[src/rtl/ram_arbiter.sv]
// ram_arbiter: shares the single RAM port between the D and I request lines
// of two cores. Data requests beat instruction requests, the cores take turns
// within a class, and an instruction request that has waited too long behind
// data grants forces the next arbitration to pick the I class.

package ram_arbiter_pkg;
  typedef enum logic [1:0] {
    FREE   = 2'd0,
    BUSY   = 2'd1,
    ACCESS = 2'd2,
    ERROR  = 2'd3
  } ramstate_t;
endpackage

// Handshake: a port raises req_ren/req_wen (its "valid") and holds it, with
// stable address/data, until the one cycle in which its req_wait is low (its
// "ready"); that cycle is the completion. Dropping both strobes before then
// abandons the request without a completion.
module ram_arbiter
  import ram_arbiter_pkg::*;
#(
  parameter int STARVE_LIMIT = 8
) (
  input  logic             CLK,
  input  logic             nRST,
  input  logic [3:0]       req_ren,
  input  logic [3:0]       req_wen,
  input  logic [3:0][31:0] req_addr,
  input  logic [3:0][31:0] req_store,
  output logic [3:0]       req_wait,
  output logic [31:0]      req_load,
  output logic             ramREN,
  output logic             ramWEN,
  output logic [31:0]      ramaddr,
  output logic [31:0]      ramstore,
  input  logic [31:0]      ramload,
  input  ramstate_t        ramstate,
  output logic [3:0]       grant,
  output logic             ram_err,
  output logic             dbg_state,
  output logic [3:0]       dbg_starve_cnt
);

  typedef enum logic {
    IDLE = 1'b0,
    XFER = 1'b1
  } state_t;

  state_t     state;
  logic [1:0] last_core;   // bit 0: D class, bit 1: I class
  logic [3:0] starve_cnt;

  logic [3:0] act;
  logic [1:0] g_idx;
  logic       g_act;
  logic       pick_i;
  logic [1:0] cls_act;
  logic       win_core;
  logic [3:0] win;

  assign act            = req_ren | req_wen;
  assign g_act          = act[g_idx];
  assign req_load       = ramload;
  assign dbg_state      = state;
  assign dbg_starve_cnt = starve_cnt;

  // Encode the one-hot grant into the port index that drives the RAM.
  always_comb begin
    g_idx = 2'd0;
    case (grant)
      4'b0010: g_idx = 2'd1;
      4'b0100: g_idx = 2'd2;
      4'b1000: g_idx = 2'd3;
      default: g_idx = 2'd0;
    endcase
  end

  // Pick the class, then the core within it; only consumed in IDLE.
  always_comb begin
    pick_i = 1'b0;
    if (|act[3:2] && (int'(starve_cnt) >= STARVE_LIMIT))
      pick_i = 1'b1;
    else if (!(|act[1:0]))
      pick_i = 1'b1;
    cls_act = pick_i ? act[3:2] : act[1:0];
    if (&cls_act)
      win_core = ~last_core[pick_i];
    else
      win_core = cls_act[1];
    win = 4'b0001 << {pick_i, win_core};
  end

  // Arbitration state: grant, round-robin history and starvation counter.
  always_ff @(posedge CLK or negedge nRST) begin
    if (!nRST) begin
      state      <= IDLE;
      grant      <= 4'b0000;
      last_core  <= 2'b00;
      starve_cnt <= 4'd0;
    end else begin
      // grant is nonzero only in XFER, so this never meets the clear below
      if ((|grant[1:0]) && (|act[3:2]) && (starve_cnt != 4'hF))
        starve_cnt <= starve_cnt + 4'd1;
      case (state)
        IDLE: begin
          if (|act) begin
            state               <= XFER;
            grant               <= win;
            last_core[pick_i]   <= win_core;
            if (pick_i)
              starve_cnt <= 4'd0;
          end
        end
        XFER: begin
          // ACCESS wins over a simultaneous abort: both end the transfer
          if ((ramstate == ACCESS) || !g_act) begin
            state <= IDLE;
            grant <= 4'b0000;
          end
        end
        default: begin
          state <= IDLE;
          grant <= 4'b0000;
        end
      endcase
    end
  end

  // RAM drive and per-port wait; everything idle outside XFER.
  always_comb begin
    req_wait = 4'b1111;
    ramREN   = 1'b0;
    ramWEN   = 1'b0;
    ramaddr  = 32'd0;
    ramstore = 32'd0;
    ram_err  = 1'b0;
    if (state == XFER) begin
      ramWEN = req_wen[g_idx];
      ramREN = req_ren[g_idx] & ~req_wen[g_idx];
      if (g_act) begin
        ramaddr  = req_addr[g_idx];
        ramstore = req_store[g_idx];
      end
      if (ramstate == ACCESS)
        req_wait[g_idx] = 1'b0;
      ram_err = (ramstate == ERROR) && g_act;
    end
  end

endmodule

[config.mk]
export PLATFORM = sky130hd
export DESIGN_NAME = ram_arbiter
export DESIGN_NICKNAME = d
export VERILOG_FILES = /design/src/rtl/ram_arbiter.sv
export SDC_FILE = /design/constraint.sdc
export NUM_CORES = 1
export LEC_CHECK = 0
export CELL_PAD_IN_SITES_DETAIL_PLACEMENT = 1
export CELL_PAD_IN_SITES_GLOBAL_PLACEMENT = 2
export CORE_ASPECT_RATIO = 0.7
export CORE_MARGIN = 2
export CORE_UTILIZATION = 11
export DETAILED_ROUTE_END_ITERATION = 8
export PLACE_DENSITY_LB_ADDON = 0.1
export SYNTH_ARGS = -nofsm -noshare
export SYNTH_HDL_FRONTEND = slang
export SYNTH_SLANG_ARGS = --single-unit
[constraint.sdc]
create_clock -name CLK -period 2 [get_ports CLK]
set_input_delay 0.2 -clock CLK [delete_from_list [all_inputs] [get_ports CLK]]
set_output_delay 0.2 -clock CLK [all_outputs]
set_load 0.03 [all_outputs]
==> impl_metrics.env, run 1 <==
export IMPL_outcome="complete, but fails checks"
export IMPL_violations="setup timing"
export IMPL_worst_ep_arrival_time_ps=2320
export IMPL_final_util=0.342
export IMPL_combinationalPowerShare=0.944
export IMPL_path_cells="nor4b_4 -> a22o_1 -> a211o_4 -> buf_12 -> buf_12 -> buf_16 -> a21oi_4 -> buf_12"
export IMPL_yosysWarnings=0
export IMPL_path_max_fanout=7
export IMPL_hold_class="input pin to async pin"
export IMPL_io_pins=412
export IMPL_postLayoutSetupSlackWorst_ps=-520
export IMPL_rsz0062_at_grt="yes"
export IMPL_synthFlopType="dfrtp_1"
export IMPL_slew_headroom=0.522
export IMPL_drc=0
export IMPL_p_sw_uw=7800
export IMPL_period_needed_ps=2520
export IMPL_sw_frac_of_total=0.497
export IMPL_final_common_cell="clkdlybuf4s50_1"
export IMPL_final_setup_tns_ps=-31550
export IMPL_drv_slew=0
export IMPL_required_ps=1800
export IMPL_period_share=1.26
export IMPL_fmax_mhz=397
export IMPL_hpwlAfterDp_mm=21.0
export IMPL_first_pass_iters=6
export IMPL_ir_drop_uv=567
export IMPL_p_int_uw=7900
export IMPL_core_um2=27900
export IMPL_synthCells=444
export IMPL_clock_root_buffer="clkbuf_16"
export IMPL_worst_slew_pin_slew_ps=718
export IMPL_fp_dieH_um=145
export IMPL_num_nets_final=1164
export IMPL_crit_type="flip-flop to primary output"
export IMPL_async_flop_share=1.00
export IMPL_cts_buffer_depth=2
export IMPL_hold_viol=0
export IMPL_synth_edf_count=0
export IMPL_wl_per_cell_um=21.9
export IMPL_setup_violations=75
export IMPL_antenna_found_initial=4
export IMPL_grt_pass1_vias=5891
export IMPL_dieArea_um2=29900
export IMPL_finalInstanceArea_um2=9570
export IMPL_slowest_stage="dfrtp_2"
export IMPL_ys_ff_latch=11
export IMPL_critPathCaptureType="primary output"
export IMPL_ys_types=45
export IMPL_detailed_place_area_um2=8070
export IMPL_start_kind="flip-flop"
export IMPL_initial_utilization=0.112
export IMPL_cap_viol_max_count=0
export IMPL_final_cell_mix="clkdlybuf4s50_1 (276), buf_6 (82), buf_4 (79), nand2_1 (53), nand3_1 (39)"
export IMPL_vias=5401
export IMPL_cts_buffers=3
export IMPL_postRouteAntennaNets=0
export IMPL_clkTransAtPathRegs_ps=50
export IMPL_port_buffer_count=347
export IMPL_drive_gt1_frac=0.380
export IMPL_globalplace_congestion=0.904
export IMPL_fp_row_count=51
export IMPL_cp_common_cell="buf_12"
export IMPL_dieWidth_um=206
export IMPL_grt_ovfl_total=0
export IMPL_power_density_nw_per_um2=1640
export IMPL_insertion_delay_ps=240
export IMPL_yosysSeqAreaShare=0.0876
export IMPL_viasPerCell=4.37
export IMPL_clkPwrFrac=0.025
export IMPL_drt_initial_drc_count=253
export IMPL_synth_area_um2=3140
export IMPL_grt_pass1_wl_mm=38.2
export IMPL_cts_tree="yes"
export IMPL_cp_top_family="buffers and inverters"
export IMPL_skew_ps=5.23
export IMPL_path_buf_inv=4
export IMPL_grt_max_degree=30
export IMPL_cts_sinks=11
export IMPL_htreeDepth=1
export IMPL_critPathMaxStageDelay_ps=500
export IMPL_synth_avg_cell_area_um2=7.07
export IMPL_routed_wl_mm=27.0
export IMPL_cellLeakagePower_uw=0.00355
export IMPL_area_delta_synth_final_pct=205
export IMPL_track_usage=0.169
export IMPL_p_seq_frac=0.032
export IMPL_syn_nets=746
## metal layers
metal	GRT usage	part of all wire	vias to the layer above	routed length (um)
met2	0.314	0.51	239	13900
met1	0.195	0.40	2614	10900
met3	0.0428	0.076	20	2060
met5	0	0	-	0
met4	0.0271	0.0067	0	182
li1	-	-	2528	-
## layout make-up
class / count / area [um2]
timing repair buffer: 494 / 5470
inverter: 6 / 22.5
clock buffer: 4 / 78.8
antenna: 4 / 10.0
tap: 371 / 464
fill: 3173 / 18400
multi-input combinational: 346 / 3250
sequential: 11 / 280
## power groups by stage
stage	Clock, uW	Combinational [uW]	Sequential [uW]
after floorplan	0	6720	546
after global placement	0	11500	494
after detailed placement	0	11600	500
after CTS	386	14500	500
after global routing	399	15600	519
final	385	14800	500
## kinds of logic (layout without fill, tap and decap cells)
kind of cell,Yosys count,in the layout,share of synthesized area
flops,11,11,0.0876
simple gates,155,155,0.247
mux,3,3,0.00956
other cells,0,4,0
buf+inv,87,504,0.173
fa+ha+maj,2,2,0.00797
xor+xnor,6,6,0.0191
compound gates,180,180,0.455
## synthesized netlist by cell type, types with 3 or more instances
library cell	count	area share
nand3_1	39	0.062
a21oi_1	19	0.030
nor2_1	13	0.016
dfrtp_1	11	0.088
buf_4	37	0.088
a21oi_2	26	0.073
buf_2	15	0.024
a22oi_1	16	0.038
clkbuf_1	19	0.023
xnor2_1	4	0.011
a311oi_1	22	0.061
nor3_1	4	0.0064
a211oi_1	22	0.053
nand2_1	57	0.068
and3_1	3	0.0060
and2b_1	4	0.0096
o21ai_0	16	0.025
nor4_1	3	0.0060
nor2b_1	20	0.040
o22ai_1	3	0.0060
mux2i_1	3	0.0096
a222oi_1	28	0.089
and2_1	4	0.0080
o2bb2ai_1	3	0.0084
buf_6	8	0.029
inv_1	6	0.0072
a21o_1	15	0.036
## through the flow
stage | instances | hold WS, ps | power (uW) | worst slack (ps)
final | 1236 | 352 | 15700 | -520
after global routing | 1235 | 386 | 16500 | -553
after CTS | 1218 | 349 | 15400 | -516
after detailed placement | 1173 | 400 | 12100 | -623
after global placement | 1173 | 400 | 12000 | -601
after floorplan | 444 | -95.6 | 7270 | -146
## state kept, by name, indices dropped and copies added, names as in the netlist
name,count
dbg_state,1
grant,4
dbg_starve_cnt,4
last_core,2
## repair_timing
action                     in CTS  in global routing
cloned                          9                  1
hold buffers                    0                  0
resized for setup             217                 40
setup endpoints to repair      76                 76
pin swaps                      25                 26
setup buffers                  34                 15
## final timing paths
kind	from	to	slack, ps	cells after the start
worst min-delay path	nRST	dbg_starve_cnt[0]	350	1
worst max register to register	grant[3]	dbg_state	-210	9
max in group asynchronous	nRST	grant[3]	1190	1
worst max-delay path	grant[3]	ramstore[3]	-520	8
min in group CLK	ramload[16]	req_load[16]	400	0
worst min register to register	last_core[0]	last_core[0]	520	2
(Power assumes the default switching activity.)
==> inputs of run 2 (changes only) <==
ABC_CLOCK_PERIOD_IN_PS = 2000   (was not set)
==> results of run 2 <==
The final DEF is identical to that of run 1; final timing and power are the same.
==> inputs of run 3 (changes only) <==
RECOVER_POWER = 25   (was not set)
==> results of run 3 <==
The final DEF is identical to that of run 1; final timing and power are the same.
